[src/rtl/alu_arbiter.sv]
// -----------------------------------------------------------------------------
// alu_arbiter
//
// Shares one ALU between two requesters (0: core execute, 1: coprocessor or
// debug). A request is granted only while the block is idle. The accepted
// op and operands are held steady on the ALU inputs until the ALU reports
// not-busy. The result and flags are then parked in a single response slot
// that is tagged with the requester id. A watchdog aborts any op that keeps
// the ALU busy for too long.
//
// Parameters
//   PRIO_FIXED : 0 = round-robin when both requesters are valid,
//                1 = requester 0 always wins.
//   WAIT_MAX   : number of consecutive busy cycles in WAIT after which the op
//                is aborted with an error response.
//
// Ports
//   I_clk, I_reset        clock; synchronous active-high reset
//   I_flush               abort the in-flight op and drop any pending response
//   I_req_valid[1:0]      per-requester request valid
//   O_req_ready[1:0]      per-requester accept (one-hot or zero)
//   I_req{0,1}_aluop/s1/s2  per-requester op and operands
//   O_rsp_valid/I_rsp_ready response handshake
//   O_rsp_id/data/flags/err response id, result, {lt,ltu,eq}, timeout marker
//   O_alu_en/O_alu_reset  ALU start strobe / ALU reset
//   O_alu_aluop/s1/s2     ALU op and operands
//   I_alu_busy/data/flags ALU status, result and {lt,ltu,eq}
// -----------------------------------------------------------------------------
module alu_arbiter #(
  parameter int PRIO_FIXED = 0,
  parameter int WAIT_MAX   = 40
) (
  input  logic        I_clk,
  input  logic        I_reset,
  input  logic        I_flush,
  input  logic [1:0]  I_req_valid,
  output logic [1:0]  O_req_ready,
  input  logic [4:0]  I_req0_aluop,
  input  logic [31:0] I_req0_s1,
  input  logic [31:0] I_req0_s2,
  input  logic [4:0]  I_req1_aluop,
  input  logic [31:0] I_req1_s1,
  input  logic [31:0] I_req1_s2,
  output logic        O_rsp_valid,
  input  logic        I_rsp_ready,
  output logic        O_rsp_id,
  output logic [31:0] O_rsp_data,
  output logic [2:0]  O_rsp_flags,
  output logic        O_rsp_err,
  output logic        O_alu_en,
  output logic        O_alu_reset,
  output logic [4:0]  O_alu_aluop,
  output logic [31:0] O_alu_s1,
  output logic [31:0] O_alu_s2,
  input  logic        I_alu_busy,
  input  logic [31:0] I_alu_data,
  input  logic [2:0]  I_alu_flags
);

  localparam int CNT_W = $clog2(WAIT_MAX + 1);

  typedef enum logic [1:0] {
    S_IDLE  = 2'd0,
    S_ISSUE = 2'd1,
    S_WAIT  = 2'd2,
    S_RESP  = 2'd3
  } state_t;

  state_t      state_q, state_d;
  logic        last_grant_q, last_grant_d;
  logic [4:0]  op_q, op_d;
  logic [31:0] s1_q, s1_d;
  logic [31:0] s2_q, s2_d;
  logic        id_q, id_d;
  logic [31:0] rsp_data_q, rsp_data_d;
  logic [2:0]  rsp_flags_q, rsp_flags_d;
  logic        rsp_err_q, rsp_err_d;
  logic [CNT_W-1:0] wait_cnt_q, wait_cnt_d;
  logic        alu_rst_pulse_q, alu_rst_pulse_d;

  logic [1:0]  grant;
  logic        accept;
  logic        drive_alu;

  // ---------------------------------------------------------------------------
  // Grant: only offered in IDLE, and never in a flush or reset cycle, so a
  // request can never be accepted on the same edge that is tearing state down.
  // With both valid in round-robin mode the requester that did not win last
  // time goes first; last_grant resets to 1 so requester 0 wins the first tie.
  // ---------------------------------------------------------------------------
  always_comb begin
    grant = 2'b00;
    if (state_q == S_IDLE && !I_flush && !I_reset) begin
      unique case (I_req_valid)
        2'b01:   grant = 2'b01;
        2'b10:   grant = 2'b10;
        2'b11: begin
          if (PRIO_FIXED != 0 || last_grant_q) begin
            grant = 2'b01;
          end else begin
            grant = 2'b10;
          end
        end
        default: grant = 2'b00;
      endcase
    end
  end

  assign accept = grant[0] | grant[1];

  // ---------------------------------------------------------------------------
  // Next-state and datapath capture
  // ---------------------------------------------------------------------------
  always_comb begin
    state_d         = state_q;
    last_grant_d    = last_grant_q;
    op_d            = op_q;
    s1_d            = s1_q;
    s2_d            = s2_q;
    id_d            = id_q;
    rsp_data_d      = rsp_data_q;
    rsp_flags_d     = rsp_flags_q;
    rsp_err_d       = rsp_err_q;
    wait_cnt_d      = wait_cnt_q;
    alu_rst_pulse_d = 1'b0;

    unique case (state_q)
      S_IDLE: begin
        if (accept) begin
          op_d         = grant[1] ? I_req1_aluop : I_req0_aluop;
          s1_d         = grant[1] ? I_req1_s1    : I_req0_s1;
          s2_d         = grant[1] ? I_req1_s2    : I_req0_s2;
          id_d         = grant[1];
          last_grant_d = grant[1];
          state_d      = S_ISSUE;
        end
      end

      S_ISSUE: begin
        // The ALU start strobe is high for exactly this one cycle.
        wait_cnt_d = '0;
        state_d    = S_WAIT;
      end

      S_WAIT: begin
        if (!I_alu_busy) begin
          rsp_data_d  = I_alu_data;
          rsp_flags_d = I_alu_flags;
          rsp_err_d   = 1'b0;
          state_d     = S_RESP;
        end else if (wait_cnt_q == CNT_W'(WAIT_MAX - 1)) begin
          // This is the WAIT_MAX-th consecutive busy cycle: give up, reset
          // the ALU next cycle and return an error response with zeroed data.
          rsp_data_d      = '0;
          rsp_flags_d     = '0;
          rsp_err_d       = 1'b1;
          alu_rst_pulse_d = 1'b1;
          state_d         = S_RESP;
        end else begin
          wait_cnt_d = wait_cnt_q + CNT_W'(1);
        end
      end

      S_RESP: begin
        // Going back to IDLE first means no request is accepted in the cycle
        // the response is consumed.
        if (I_rsp_ready) begin
          state_d = S_IDLE;
        end
      end

      default: state_d = S_IDLE;
    endcase

    // Flush overrides everything except reset: drop the latched request and
    // any parked response, and reset the ALU for one cycle.
    if (I_flush) begin
      state_d         = S_IDLE;
      op_d            = '0;
      s1_d            = '0;
      s2_d            = '0;
      id_d            = 1'b0;
      rsp_data_d      = '0;
      rsp_flags_d     = '0;
      rsp_err_d       = 1'b0;
      wait_cnt_d      = '0;
      alu_rst_pulse_d = 1'b1;
    end
  end

  // ---------------------------------------------------------------------------
  // State registers
  // ---------------------------------------------------------------------------
  always_ff @(posedge I_clk) begin
    if (I_reset) begin
      state_q         <= S_IDLE;
      last_grant_q    <= 1'b1;
      op_q            <= '0;
      s1_q            <= '0;
      s2_q            <= '0;
      id_q            <= 1'b0;
      rsp_data_q      <= '0;
      rsp_flags_q     <= '0;
      rsp_err_q       <= 1'b0;
      wait_cnt_q      <= '0;
      alu_rst_pulse_q <= 1'b0;
    end else begin
      state_q         <= state_d;
      last_grant_q    <= last_grant_d;
      op_q            <= op_d;
      s1_q            <= s1_d;
      s2_q            <= s2_d;
      id_q            <= id_d;
      rsp_data_q      <= rsp_data_d;
      rsp_flags_q     <= rsp_flags_d;
      rsp_err_q       <= rsp_err_d;
      wait_cnt_q      <= wait_cnt_d;
      alu_rst_pulse_q <= alu_rst_pulse_d;
    end
  end

  // ---------------------------------------------------------------------------
  // Outputs. Everything except O_alu_reset is forced low while reset is held,
  // and the ALU operand bus is zero outside ISSUE/WAIT.
  // ---------------------------------------------------------------------------
  assign drive_alu = !I_reset && (state_q == S_ISSUE || state_q == S_WAIT);

  assign O_req_ready = grant;

  // The ALU is not started in a flush cycle; the op is being abandoned.
  assign O_alu_en    = !I_reset && !I_flush && (state_q == S_ISSUE);
  assign O_alu_reset = I_reset | alu_rst_pulse_q;
  assign O_alu_aluop = drive_alu ? op_q : '0;
  assign O_alu_s1    = drive_alu ? s1_q : '0;
  assign O_alu_s2    = drive_alu ? s2_q : '0;

  assign O_rsp_valid = !I_reset && (state_q == S_RESP);
  assign O_rsp_id    = O_rsp_valid ? id_q        : 1'b0;
  assign O_rsp_data  = O_rsp_valid ? rsp_data_q  : '0;
  assign O_rsp_flags = O_rsp_valid ? rsp_flags_q : '0;
  assign O_rsp_err   = O_rsp_valid ? rsp_err_q   : 1'b0;

endmodule
[config.mk]
export PLATFORM = sky130hd
export DESIGN_NAME = alu_arbiter
export DESIGN_NICKNAME = d
export VERILOG_FILES = /design/src/rtl/alu_arbiter.sv
export SDC_FILE = /design/constraint.sdc
export NUM_CORES = 1
export LEC_CHECK = 0
export CAP_MARGIN = 20
export CORE_ASPECT_RATIO = 1.4
export CORE_MARGIN = 1
export CORE_UTILIZATION = 40
export CTS_CLUSTER_DIAMETER = 30
export DETAILED_ROUTE_END_ITERATION = 16
export PLACE_DENSITY = 0.82
export SLEW_MARGIN = 0
export SYNTH_ARGS = -nofsm -noshare
export SYNTH_HDL_FRONTEND = slang
export SYNTH_SLANG_ARGS = --single-unit
[constraint.sdc]
create_clock -name I_clk -period 2.2 [get_ports I_clk]
set_input_delay 0.33 -clock I_clk [delete_from_list [all_inputs] [get_ports I_clk]]
set_output_delay 0.33 -clock I_clk [all_outputs]
set_load 0.01 [all_outputs]
# Yosys cells after proc, flatten, opt, wreduce, memory -nomap -nowiden

Cells that the tools add are included.

Bits in read-only memories: 0
Memories: 0
Memory bits (writable): 0
Input bits: 180
Flip-flop bits (word level): 116
Output and inout bits: 111
Bits in latches: 0
Logic and storage cells: 74

Magnitude comparators: 0
Bitwise operators: 2
Multipliers: 0
Reductions and logical operators: 16
Multiplexer cells: 31
Div/mod/pow operators: 0
$add $sub $neg: 1
Shifts and indexed selects: 0
Equal/unequal tests: 13

Operators by type and width:

| kind                                                  | count |
|---|---|
| two-way mux 32 bit                                    | 7 |
| two-way mux 2 bit                                     | 6 |
| two-way mux 6 bit                                     | 2 |
| case mux 6 bit (2 select lines)                       | 1 |
| two-way mux 5 bit                                     | 2 |
| two-way mux 3 bit                                     | 3 |
| equality test 2 bit, second input constant            | 4 |
| two-way mux 1 bit                                     | 8 |
| inequality test 2 bit, second input constant          | 4 |
| case mux 2 bit (4 select lines)                       | 1 |
| adder 6 x 1 -> 6 bit, second input constant           | 1 |
| equality test 6 bit, second input constant            | 1 |
| logical AND 1 bit                                     | 6 |
| case mux 2 bit (3 select lines)                       | 1 |
| AND reduction 3 bit                                   | 2 |
| equality test 2 x 1 -> 1 bit, second input constant   | 2 |
| AND reduction 2 bit                                   | 2 |
| inequality test 3 bit, second input constant          | 1 |
| zero test 1 bit                                       | 2 |
| zero test 2 bit                                       | 1 |
| inequality test 2 x 1 -> 1 bit, second input constant | 1 |
| OR 1 bit                                              | 2 |
| nonzero test 2 bit                                    | 1 |
| OR reduction 2 bit                                    | 1 |
| logical OR 1 bit                                      | 1 |

# Logic depth before layout (Yosys ltp)

Depth in word-level cells: 7
Depth in mapped cells: 8
Depth with buffers taken out: 6

# Worst setup path before layout

OpenSTA, ideal clock, no wires.

Path kind: flip-flop to output port
From: register state_q[1]
To: output O_alu_s2[21]
Stages on the path, launching flop included: 7
Arrival: 1589 ps
Required time: 1870 ps
Path slack: 281 ps
Cell sequence: dfxtp_1 -> inv_1 -> ha_1 -> nor2b_1 -> clkbuf_1 -> clkbuf_1 -> and2_1

Cells in the longest elaborated chain, start to end: 4

Ends and longest elaborated chain:

| item                                                                | line | RTL |
|---|---|---|
| from (decl)                                                         | 69   | `state_t state_q, state_d;` |
| from (signal assigned)                                              | 208  | `state_q <= state_d;` |
| equality test 2 x 1 -> 1 bit or equality test 2 bit (tied branches) | 226  | `assign drive_alu = !I_reset && (state_q == S_ISSUE \|\| state_q == S_WAIT);` |
| logical OR 1 bit *                                                  | 226  |  |
| logical AND 1 bit *                                                 | 226  |  |
| two-way mux 32 bit *                                                | 235  | `assign O_alu_s2 = drive_alu ? s2_q : '0;` |
| to (decl)                                                           | 54   | `output logic [31:0] O_alu_s2,` |

Every way passes the cells marked *; elsewhere a longest branch is shown, timed or not.

# Final worst setup path

From: register state_q[1]
To: output O_alu_s1[23]

Cells in the longest elaborated chain, start to end: 4

Ends and longest elaborated chain:

| item                                                                | line | RTL |
|---|---|---|
| equality test 2 x 1 -> 1 bit or equality test 2 bit (tied branches) | 226  |  |
| logical OR 1 bit *                                                  | 226  |  |
| logical AND 1 bit *                                                 | 226  |  |
| two-way mux 32 bit *                                                | 234  | `assign O_alu_s1 = drive_alu ? s1_q : '0;` |
| to (decl)                                                           | 53   | `output logic [31:0] O_alu_s1,` |

Marks and branches as above.

==> summary by stage <==
Logic synthesis
Counting flops and latches in the post-synthesis netlist gives roughly 120. In this run, distinct cell masters in the synthesized netlist total 39. The total number of yosys warnings is 0. The number of instances in the synthesized netlist is roughly 590. The area share of the largest cell type after synthesis is between 40% and 50%. The async set-or-reset flop fraction in the synthesized netlist is 0%. In this run, synthesis inferred 0 flip-flops with an integrated enable.

The number of nets handed over by synthesis was about 770. Among all flip-flop cells after synthesis, the most frequent one is dfxtp_1. The commonest cells after synthesis are dfxtp_1, and2_1, a21oi_1, mux2i_1, o21ai_1.

The sequential element share of the synthesized area is between 40% and 50%. Yosys attributes the largest share of cell area to dfxtp_1, mux2i_1, and2_1. The mean instance size in the synthesized netlist is between 9 and 10 sq um. The cell area after technology mapping is ~5400 sq um.

dfxtp_1 takes more of the synthesized area than any other cell. In the post-synthesis netlist, the cell with the most instances is dfxtp_1.

Worst setup path
The startpoint identified for the worst register-to-register timing path is state_q[0]. Walking the worst path, the cells encountered are inv_2 > ha_4 > nor2b_4 > buf_12 > buf_12 > clkbuf_16 > and2_4 > buf_6. On the worst path, the slowest cell contributes a delay of approximately 0.33 ns. The reg-to-reg endpoint is wait_cnt_q[3]. The worst setup path is captured at a primary output. By instance count, the cell type seen most on the critical path is buf_12. The critical path's slowest cell is dfxtp_2. The critical path crosses 8 cells after its start point. The arrival time of data at the critical path endpoint is 1.86 ns.

The setup path with the least slack is of type register to primary output. The sort of element at the start of the critical path is a register. The setup check on the worst reg-to-reg path leaves a slack of between 0.2 and 0.3 ns. Tracing the worst setup path back leads to its startpoint at state_q[1]. For the worst setup path, the data required time is 1.87 ns. The number of cells on the worst reg-to-reg path is 8. In this run the worst setup path terminates at O_alu_s1[23]. The largest fanout on the critical path is 5. The buffer and inverter count on the worst path is 5. Broken down by cell family, the worst path's largest delay share belongs to buffers and inverters.

Power
The worst-case IR drop observed on VDD is around 0.38 mV. The analysis attributes to cell leakage a power of roughly 0.0043 uW. The power density relative to cell area is 612.0 nW/um^2. Summing internal, switching and leakage power gives 5613 uW.

STA
The period utilization is approximately 99%. Setup repair after global routing could not meet its margin everywhere. The clock period could shrink to approximately 2.2 ns. The number of pins exceeding their max-slew limit in the final report is 0.

The relative slew slack is between 60 and 70%. On the final layout, the worst clock skew is 0.007046 ns. The number of endpoints with negative hold slack in the final report is 0. The final setup violation count is 0. For the pin with the worst max-slew slack, the measured transition is between 0.5 and 0.6 ns. Hold timing on the final database bottoms out at a slack of approximately 0.47 ns. The peak clock frequency supported by timing is ~0.46 GHz.

Layout
Summing all multi-input logic gate instances after layout gives just under 3000 sq um. The layout overhead on the synthesized area is 68.51%. The sequential standard cell area is ~2300 sq um. The finished cells cover 9171 sq um.

The total inserted antenna cells is 0. The fraction of final layout cells with drive strength greater than 1 is 21.74%. At the end of the flow, the number of nets in the layout was between 1000 and 1500. The count of filler cells inserted in the layout is between 1000 and 1500.

Floorplanning
The area of the core is about 13000 sq um. The initial standard-cell utilization of the core is around 41%. The die is between 100 and 150 um wide.

The count of standard-cell rows is 50. The die is between 100 and 150 um tall. The floorplan step defined a die boundary enclosing approximately 14000 sq um. For this design the top-level I/O count stands at slightly below 300.

Clock tree
The clock passes through at most 2 buffers. The count of hold buffers inserted by post-cts repair is 0. CTS built an H-tree with a depth of 4.

The tree built by TritonCTS fans out to 116 sinks. At the later pin of the worst-skew pair, clock insertion delay measures a little over 0.4 ns. The clock-pin transition on the worst setup and hold timing paths is ~0.05 ns. The CTS tree is done.

The library cell used as clock root buffer is clkbuf_16. In this run, CTS created clock tree buffers numbering 17.

GRT
Entering global routing, the biggest net connects 91 pins. The wire length of the first global-routing pass is a little under 30000 um. The number of antenna violations at the first check in global routing is 0.

In the global route stage, overall resource usage came out at a little over a quarter. The number of global-route vias before repair was a little under 6000. The residual overflow from global routing is 0.

Hold path
The critical hold path startpoint is rsp_data_q[20]. The path class of the lowest-slack min-delay path is register to register.

Placement
The number of buffers inserted by port buffering is 290. The sum of net half-perimeters after detailed placement is between 10000 and 15000 um. The final weighted congestion of routability-driven global placement is 0.8811. The instance area after placement is approximately 8600 sq um.

Routing
In this run the remaining antenna-violating nets after routing total 0. Wires add up to 19640 um. For this block, the initial DRC count from the detailed router was roughly 190. After detailed routing, the average wire length per cell comes to 18.20 um. The DRC violations left is 0. In the routed layout, each cell is associated on average with a via count of ~5.2. Detailed routing inserted a total of between 5000 and 6000 vias. The first detailed-routing pass took 4 iterations.

Outcome
The run finished with clean final reports.

Job
Max-cap violations in this run came to 0.
what timing repair did:
action	in CTS	in global routing
pin swaps	7	2
gates cloned	5	2
buffers inserted	12	2
endpoints found under the setup margin	110	88
gates resized for setup	323	84
worst reg2reg max path: cells and delay by family, from the launching register on:
kind	cells	cell delay, ns
AOI/OAI and AO/OA	2	0.31
DFF	1	0.32
adders and majority gates	1	0.25
and+or+nand+nor	2	0.70
buffers and inverters	3	0.28
logic make-up after synthesis:
logic type	synth area share, %
multiplexers	12.87
adder cells (fa/ha/maj)	1.379
AO/OA/AOI/OAI	20.80
XOR/XNOR	0.3219
AND/OR/NAND/NOR	16.37
flip-flops	42.67
buffers and inverters	5.586
metrics by stage:
stage                     instances  TNS, ns  worst slack (ns)  util, %
after floorplan                 587        0            0.2805        -
after global placement         1032   -8.567           -0.1889    64.65
after detailed placement       1032   -10.31           -0.1764    64.65
after CTS                      1079   -1.320          -0.08196    70.52
after global routing           1079  -0.7369          -0.04967    68.83
final                          1079        0           0.01108    68.83
sequential cells by signal, indices dropped and copies added, names as in the netlist:
register and flops:
rsp_data_q 32, s1_q 32, s2_q 32, wait_cnt_q 6
op_q 5, rsp_flags_q 3, state_q 2, alu_rst_pulse_q 1
id_q 1, last_grant_q 1, rsp_err_q 1
layout by cell type (no fill, tap or decap), drive strengths merged, types with 2 or more instances in the layout:
| cell | instances |
|---|---|
| dlygate4sd2 | 18 |
| clkinvlp | 2 |
| mux2i | 70 |
| inv | 3 |
| a22o | 35 |
| a21oi | 75 |
| and2 | 109 |
| nand4 | 2 |
| nand3 | 5 |
| a31oi | 2 |
| o2111ai | 2 |
| bufinv | 3 |
| clkinv | 6 |
| o21ai | 74 |
| xor2 | 2 |
| or2 | 2 |
| clkdlybuf4s15 | 3 |
| buf | 97 |
| nor2b | 4 |
| clkdlybuf4s50 | 179 |
| dfxtp | 116 |
| nor2 | 5 |
| clkbuf | 53 |
| ha | 6 |
| nand2b | 3 |
| nor3b | 2 |
| nand2 | 5 |
| nor3 | 4 |
worst min-delay path by stage:
stage | endpoint | slack (ns) | cells after the start
6_report | rsp_data_q[20] | 0.47 | 1
3_3_place_gp | rsp_data_q[6] | 0.45 | 1
2_1_floorplan | alu_rst_pulse_q | 0.40 | 1
5_1_grt | rsp_data_q[18] | 0.49 | 1
3_5_place_dp | rsp_data_q[20] | 0.46 | 1
4_1_cts | rsp_data_q[20] | 0.47 | 1
layout make-up:
class                           count  area share [%]
Multi-Input combinational cell    416           31.87
Tap cell                          182           2.483
Clock buffer                       20           4.870
Timing Repair Buffer              331           33.83
Sequential cell                   116           25.35
Clock inverter                     11           1.473
Inverter                            3          0.1228
per-layer routing:
metal | track usage [%] | part of all wire (%)
met4 | 13.12 | 3.8
met1 | 25.85 | 36
met3 | 8.882 | 8.6
met2 | 50.29 | 52
met5 | 0 | 0
power breakdown:
part	switching, uW	total [uW]	internal, uW
sequential	28.8	2180	2150
combinational	257	690	433
clock	957	2750	1790
Power figures use the tool's default switching activity.
